$ cat src/rtl/instr_seq_ctrl_if.sv
// instr_seq_ctrl_if: single-port memory request/ack handshake between the sequencer and memory
interface instr_seq_ctrl_if;
    logic       mem_req;
    logic       mem_we;
    logic [7:0] mem_addr;
    logic       mem_ack;
    modport master (output mem_req, output mem_we, output mem_addr, input mem_ack);
    modport slave (input mem_req, input mem_we, input mem_addr, output mem_ack);
endinterface

$ cat src/rtl/instr_seq_ctrl.sv
// instr_seq_ctrl: fetch/decode/execute sequencer owning the pc; SEQ_SINGLE_STEP_EN adds a step input
// that gates each instruction so one executes per step pulse.
module instr_seq_ctrl #(
    parameter int         MEM_TIMEOUT = 16,
    parameter logic [7:0] PC_RESET    = 8'h00
) (
    input  logic                    clk,
    input  logic                    reset,
    input  logic                    run,
`ifdef SEQ_SINGLE_STEP_EN
    input  logic                    step,
`endif
    input  logic [1:0]              opcode,
    input  logic [7:0]              operand,
    instr_seq_ctrl_if.master        mem,
    output logic                    ir_select,
    output logic                    acc_load,
    output logic                    alu_add,
    output logic [7:0]              pc,
    output logic                    busy,
    output logic                    fault,
    output logic [2:0]              state
);
    typedef enum logic [2:0] {
        IDLE   = 3'd0,
        FETCH  = 3'd1,
        DECODE = 3'd2,
        MEM    = 3'd3,
        FAULT  = 3'd7
    } state_t;
    state_t     cur, nxt;
    logic [7:0] cnt, cnt_nxt, pc_nxt;
    logic       start, cont, req, ack, expired, is_jmp;
`ifdef SEQ_SINGLE_STEP_EN
    assign start = run & step;
    assign cont  = 1'b0;
`else
    assign start = run;
    assign cont  = run;
`endif
    assign req     = cur == FETCH || cur == MEM;
    // reset abandons the request, so an ack in that cycle must not strobe anything
    assign ack     = req & mem.mem_ack & ~reset;
    assign expired = cnt == 8'(MEM_TIMEOUT - 1);
    assign is_jmp  = opcode == 2'b11;
    always_ff @(posedge clk) begin
        if (reset) begin
            cur <= IDLE;
            pc  <= PC_RESET;
            cnt <= '0;
        end else begin
            cur <= nxt;
            pc  <= pc_nxt;
            cnt <= cnt_nxt;
        end
    end
    // counter defaults to clear, so it restarts on every entry to FETCH/MEM and on ack
    always_comb begin
        nxt     = cur;
        pc_nxt  = pc;
        cnt_nxt = '0;
        case (cur)
            IDLE:   nxt = start ? FETCH : IDLE;
            FETCH: begin
                nxt     = ack ? DECODE : expired ? FAULT : FETCH;
                pc_nxt  = ack ? pc + 8'd1 : pc;
                cnt_nxt = ack ? '0 : cnt + 8'd1;
            end
            DECODE: begin
                nxt    = is_jmp ? (cont ? FETCH : IDLE) : MEM;
                pc_nxt = is_jmp ? operand : pc;
            end
            MEM: begin
                nxt     = ack ? (cont ? FETCH : IDLE) : expired ? FAULT : MEM;
                cnt_nxt = ack ? '0 : cnt + 8'd1;
            end
            default: nxt = FAULT;
        endcase
    end
    assign mem.mem_req  = req;
    assign mem.mem_we   = cur == MEM && opcode == 2'b10;
    assign mem.mem_addr = cur == MEM ? operand : cur == FETCH ? pc : '0;
    assign ir_select    = ack && cur == FETCH;
    assign acc_load     = ack && cur == MEM && opcode != 2'b10;
    assign alu_add      = acc_load && opcode == 2'b01;
    assign busy         = cur != IDLE && cur != FAULT;
    assign fault        = cur == FAULT;
    assign state        = cur;
endmodule

$ cat src/flat_wrapper.sv
// flat-port wrapper written by rule: the top's interface ports become plain ports
module instr_seq_ctrl_flat 
#(
    parameter int         MEM_TIMEOUT = 16,
    parameter logic [7:0] PC_RESET    = 8'h00
)
  (clk, reset, run, opcode, operand, ir_select, acc_load, alu_add, pc, busy, fault, state, mem_mem_req, mem_mem_we, mem_mem_addr, mem_mem_ack);
  instr_seq_ctrl_if mem_i ();
  input  logic clk;
  input  logic reset;
  input  logic run;
  input  logic [1:0] opcode;
  input  logic [7:0] operand;
  output logic ir_select;
  output logic acc_load;
  output logic alu_add;
  output logic [7:0] pc;
  output logic busy;
  output logic fault;
  output logic [2:0] state;
  output wire logic [$bits(mem_i.mem_req)-1:0] mem_mem_req;
  output wire logic [$bits(mem_i.mem_we)-1:0] mem_mem_we;
  output wire logic [$bits(mem_i.mem_addr)-1:0] mem_mem_addr;
  input wire logic [$bits(mem_i.mem_ack)-1:0] mem_mem_ack;
  assign mem_mem_req = mem_i.mem_req;
  assign mem_mem_we = mem_i.mem_we;
  assign mem_mem_addr = mem_i.mem_addr;
  assign mem_i.mem_ack = mem_mem_ack;
  instr_seq_ctrl #(.MEM_TIMEOUT(MEM_TIMEOUT), .PC_RESET(PC_RESET)) u_core (.clk(clk), .reset(reset), .run(run), .opcode(opcode), .operand(operand), .mem(mem_i), .ir_select(ir_select), .acc_load(acc_load), .alu_add(alu_add), .pc(pc), .busy(busy), .fault(fault), .state(state));
endmodule
$ cat config.mk
export PLATFORM = sky130hd
export DESIGN_NAME = instr_seq_ctrl_flat
export DESIGN_NICKNAME = d
export VERILOG_FILES = /design/src/rtl/instr_seq_ctrl_if.sv /design/src/rtl/instr_seq_ctrl.sv /design/src/flat_wrapper.sv
export SDC_FILE = /design/constraint.sdc
export NUM_CORES = 1
export LEC_CHECK = 0
export ABC_AREA = 1
export CORE_MARGIN = 2
export CORE_UTILIZATION = 45
export DETAILED_ROUTE_END_ITERATION = 10
export HOLD_SLACK_MARGIN = 0.06
export PLACE_DENSITY_LB_ADDON = 0.3
export SLEW_MARGIN = 5
export SYNTH_ARGS = -nofsm -noshare
export SYNTH_HDL_FRONTEND = slang
export SYNTH_SLANG_ARGS = --single-unit
$ cat constraint.sdc
create_clock -name clk -period 1.4 [get_ports clk]
set_input_delay 0.28 -clock clk [delete_from_list [all_inputs] [get_ports clk]]
set_output_delay 0.28 -clock clk [all_outputs]
set_load 0.01 [all_outputs]
==> results list <==
- Die ar.: 3167 um2
* Max-cap violations: 0
- Post-detailed-route wirelength per cell: 13.36 um
- Clock buffers created by TritonCTS: 3
- Excluding fillers, the count of instances in the completed layout stands at roughly 320.
- Post-detailed-placement half-perimeter wirelength: between 2000 and 3000 um
* Unique cell type count in the Yosys netlist: 26
- Startpoint-to-endpoint class of the critical path: flip-flop to flip-flop
- The layer flagged by global routing as most heavily used is met2.
- Power Density: about 700 nW/um2
- At the worst endpoint, the arrival time is 1920 ps.
* Highest-count cells in the layout ignoring fill and taps: nand2_1, buf_4, nor2_1, inv_1
- Share of cells above drive strength 1: 0.3505
- In this run the cell area measured after placement is about 2000 um2.
- Setup violations remaining at the end of the flow were counted as 22.
- Quantity of I/O buffers inserted on ports: 39
- The first global-routing pass estimated 6872 um of wire.
- Effective utilization at floorplan: 0.4833
* Chip height: between 50 and 60 um
* X dimension of the die: 56.28 um
* Iteration-0 DRC count of the detailed router: 90
- During synthesis, Yosys emitted a total of 0 warnings.
* Last weighted congestion value of the routability-driven placer: 0.8460
- In the global route stage, met3 resource usage came out at 0.07604.
- The library cell used most frequently in the layout, excluding fill and tap cells, is nand2_1.
* ANT cells: 0
- Post-route ant nets: 0
- Vias after detailed routing: 1,676
- The analysis attributes to cell leakage a power of 1.041 nW.
* Violated checks: negative setup slack
- Clock-pin slew was measured on the worst setup and hold paths at 120 ps.
- Post-DR vias/cell: 5.221
- Met1 Track Usage GR: 0.3201
* Mean Syn Cell Area: 6.029 um2
- NumNets Final: 308
* Buffer type at the clock tree root: clkbuf_4
- Maximum clock path buffer count: 2
- At the later pin of the worst-skew pair, clock insertion delay measures between 300 and 400 ps.
- The share of the Yosys chip area taken by registers is 0.3093.
* Final period demand of the worst path: between 1500 and 2000 ps
* Maximum VDD drop: 0.7136 mV
- In this run the worst path has a maximum fanout of 8.
- Summing all non-filler instances in the final layout gives an area of 2097 um2.
- Worst Setup End Kind: flip-flop
* Final Slew Violations: 0
- Once placement completed, the tool counted placed cells totaling 310.
- H-tree depth: 1
- After layout, the worst setup slack is -291.9 ps.
* Number of hold-slack violations in the final timing report: 0
- Clock skew: 4.984 ps
* Met2 demand-to-capacity share in global routing: 0.4487
* Number of core rows: 18
* Number of sinks on the clock net: 19
- Worst relative slew slack: 0.7668
- Total I/O pin count: 40
- Setup TNS Final: -4604 ps
- The cell count after synthesis came out at 204.
- Static timing analysis puts the maximum clock frequency at between 500 and 600 MHz.
- Setup repair after global routing could not meet its margin everywhere.
* Worst setup timing slack at the placement stage: -604.8 ps
* Routed wire length: 4287 um
* TritonCTS clock tree: yes
- Worst min-delay path category: flip-flop to flip-flop
* Post-synth net total: between 200 and 250
* Filler cell count in the final layout: 162
- The synthesized design contains 19 register bits.
* Final worst path period share: 1.208
- Number of global-route vias before repair: 1,591
- Largest net degree at the start of global routing: 13
- Core Area: 2545 um2
- Before antenna repair, the detailed router went through 5 iterations.
* Slew at the pin closest to its max-slew limit: roughly 350 ps
* Outcome: finished, violations left
- Initial antenna violation count: 0
- The area growth from synthesis to layout is 70.50%.
- Gr usage total: 0.2729
- Worst Path Required: approximately 1600 ps
- STA classifies the critical path startpoint as a flip-flop.
- Summed over all layers, the global routing overflow is 0.
- Post-route DRC: 0
- Hold-fix buffer count after cts: 0
* Netlist area before placement: roughly 1200 um2
==> metal layers <==
| metal | wire length, um | vias up | part of all wire |
|---|---|---|---|
| met1 | 1738 | 725 | 0.41 |
| met3 | 362 | 27 | 0.084 |
| met4 | 232 | 0 | 0.054 |
| met5 | 0 | - | 0 |
| li1 | - | 829 | - |
| met2 | 1954 | 95 | 0.46 |
==> flip-flops by register name, summed over array words and instances (netlist names) <==
name	flops
u_core.state	3
u_core.pc	8
u_core.cnt	8
==> final cells by class <==
| type | instances | area, um2 | area share |
|---|---|---|---|
| Multi-Input combinational cell | 155 | 857.1 | 0.4087 |
| Sequential cell | 19 | 396.6 | 0.1891 |
| Tap cell | 30 | 37.54 | 0.01790 |
| Clock inverter | 1 | 7.507 | 0.003580 |
| Clock buffer | 3 | 22.52 | 0.01074 |
| Timing Repair Buffer | 83 | 653.1 | 0.3115 |
| Inverter | 30 | 122.6 | 0.05847 |
==> Yosys cell counts (all sizes together) <==
master	number	share of area
nor3	3	0.012
o21ai	9	0.037
a31oi	1	0.0051
dfxtp	19	0.31
nor3b	1	0.0061
nor2	36	0.12
buf	1	0.0092
nand4	4	0.020
nor4	2	0.010
nand2	67	0.21
inv	30	0.096
xnor2	2	0.014
a21oi	7	0.032
ha	2	0.020
a22o	1	0.0071
nand3	15	0.065
o22ai	3	0.015
or2	1	0.0051
==> through the flow <==
| stage | total power [W] | utilization | hold WS [ps] |
|---|---|---|---|
| final | 0.001430 | 0.8240 | 482.2 |
| after global routing | 0.001518 | 0.8240 | 510.6 |
| after CTS | 0.001380 | 0.7930 | 485.3 |
| after detailed placement | 0.001071 | 0.7635 | 466.7 |
| after global placement | 0.001063 | 0.7635 | 441.9 |
| after floorplan | 0.0008102 | - | 349.1 |
==> repair_timing <==
action | 4_1_cts | 5_1_grt
gates resized for setup | 97 | 29
pin swaps | 8 | 6
buffers inserted | 7 | 3
endpoints found under the setup margin | 33 | 38
gates cloned | 1 | 0
==> cells by family after synthesis <==
group / count (synthesis) / synth area share
AND/OR/NAND/NOR: 129 / 0.4557
buffers and inverters: 31 / 0.1048
AO/OA/AOI/OAI: 21 / 0.09563
flip-flops: 19 / 0.3093
XOR/XNOR: 2 / 0.01424
adder cells (fa/ha/maj): 2 / 0.02034
==> critical path, stage by stage, from the launching register on <==
cell	delay [ps]
dfxtp_4	390
nor2_1	160
nand2_2	160
buf_4	180
buf_4	150
nand2_4	100
nand2_2	90
nor2_4	170
nand2_1	80
nand2_1	70
nor2_1	40
==> report_power, final <==
part / switching (W) / internal (W) / total (W) / leakage, nW
clock: 0.000201 / 0.000109 / 0.000310 / 0.0139
sequential: 0.0000244 / 0.000568 / 0.000593 / 0.158
combinational: 0.000275 / 0.000253 / 0.000528 / 0.869
==> final timing paths <==
| path | startpoint | end | slack (ps) | depth (start not counted) |
|---|---|---|---|---|
| setup reg to reg | u_core.state[2]$_SDFF_PP0_ | u_core.pc[4]$_SDFFE_PP0P_ | -290 | 10 |
| hold / removal | u_core.cnt[4]$_SDFF_PP0_ | u_core.cnt[4]$_SDFF_PP0_ | 480 | 2 |
| hold reg to reg | u_core.cnt[4]$_SDFF_PP0_ | u_core.cnt[4]$_SDFF_PP0_ | 480 | 2 |
| setup / recovery | u_core.state[2]$_SDFF_PP0_ | u_core.pc[4]$_SDFFE_PP0P_ | -290 | 10 |
(Power assumes the default switching activity.)
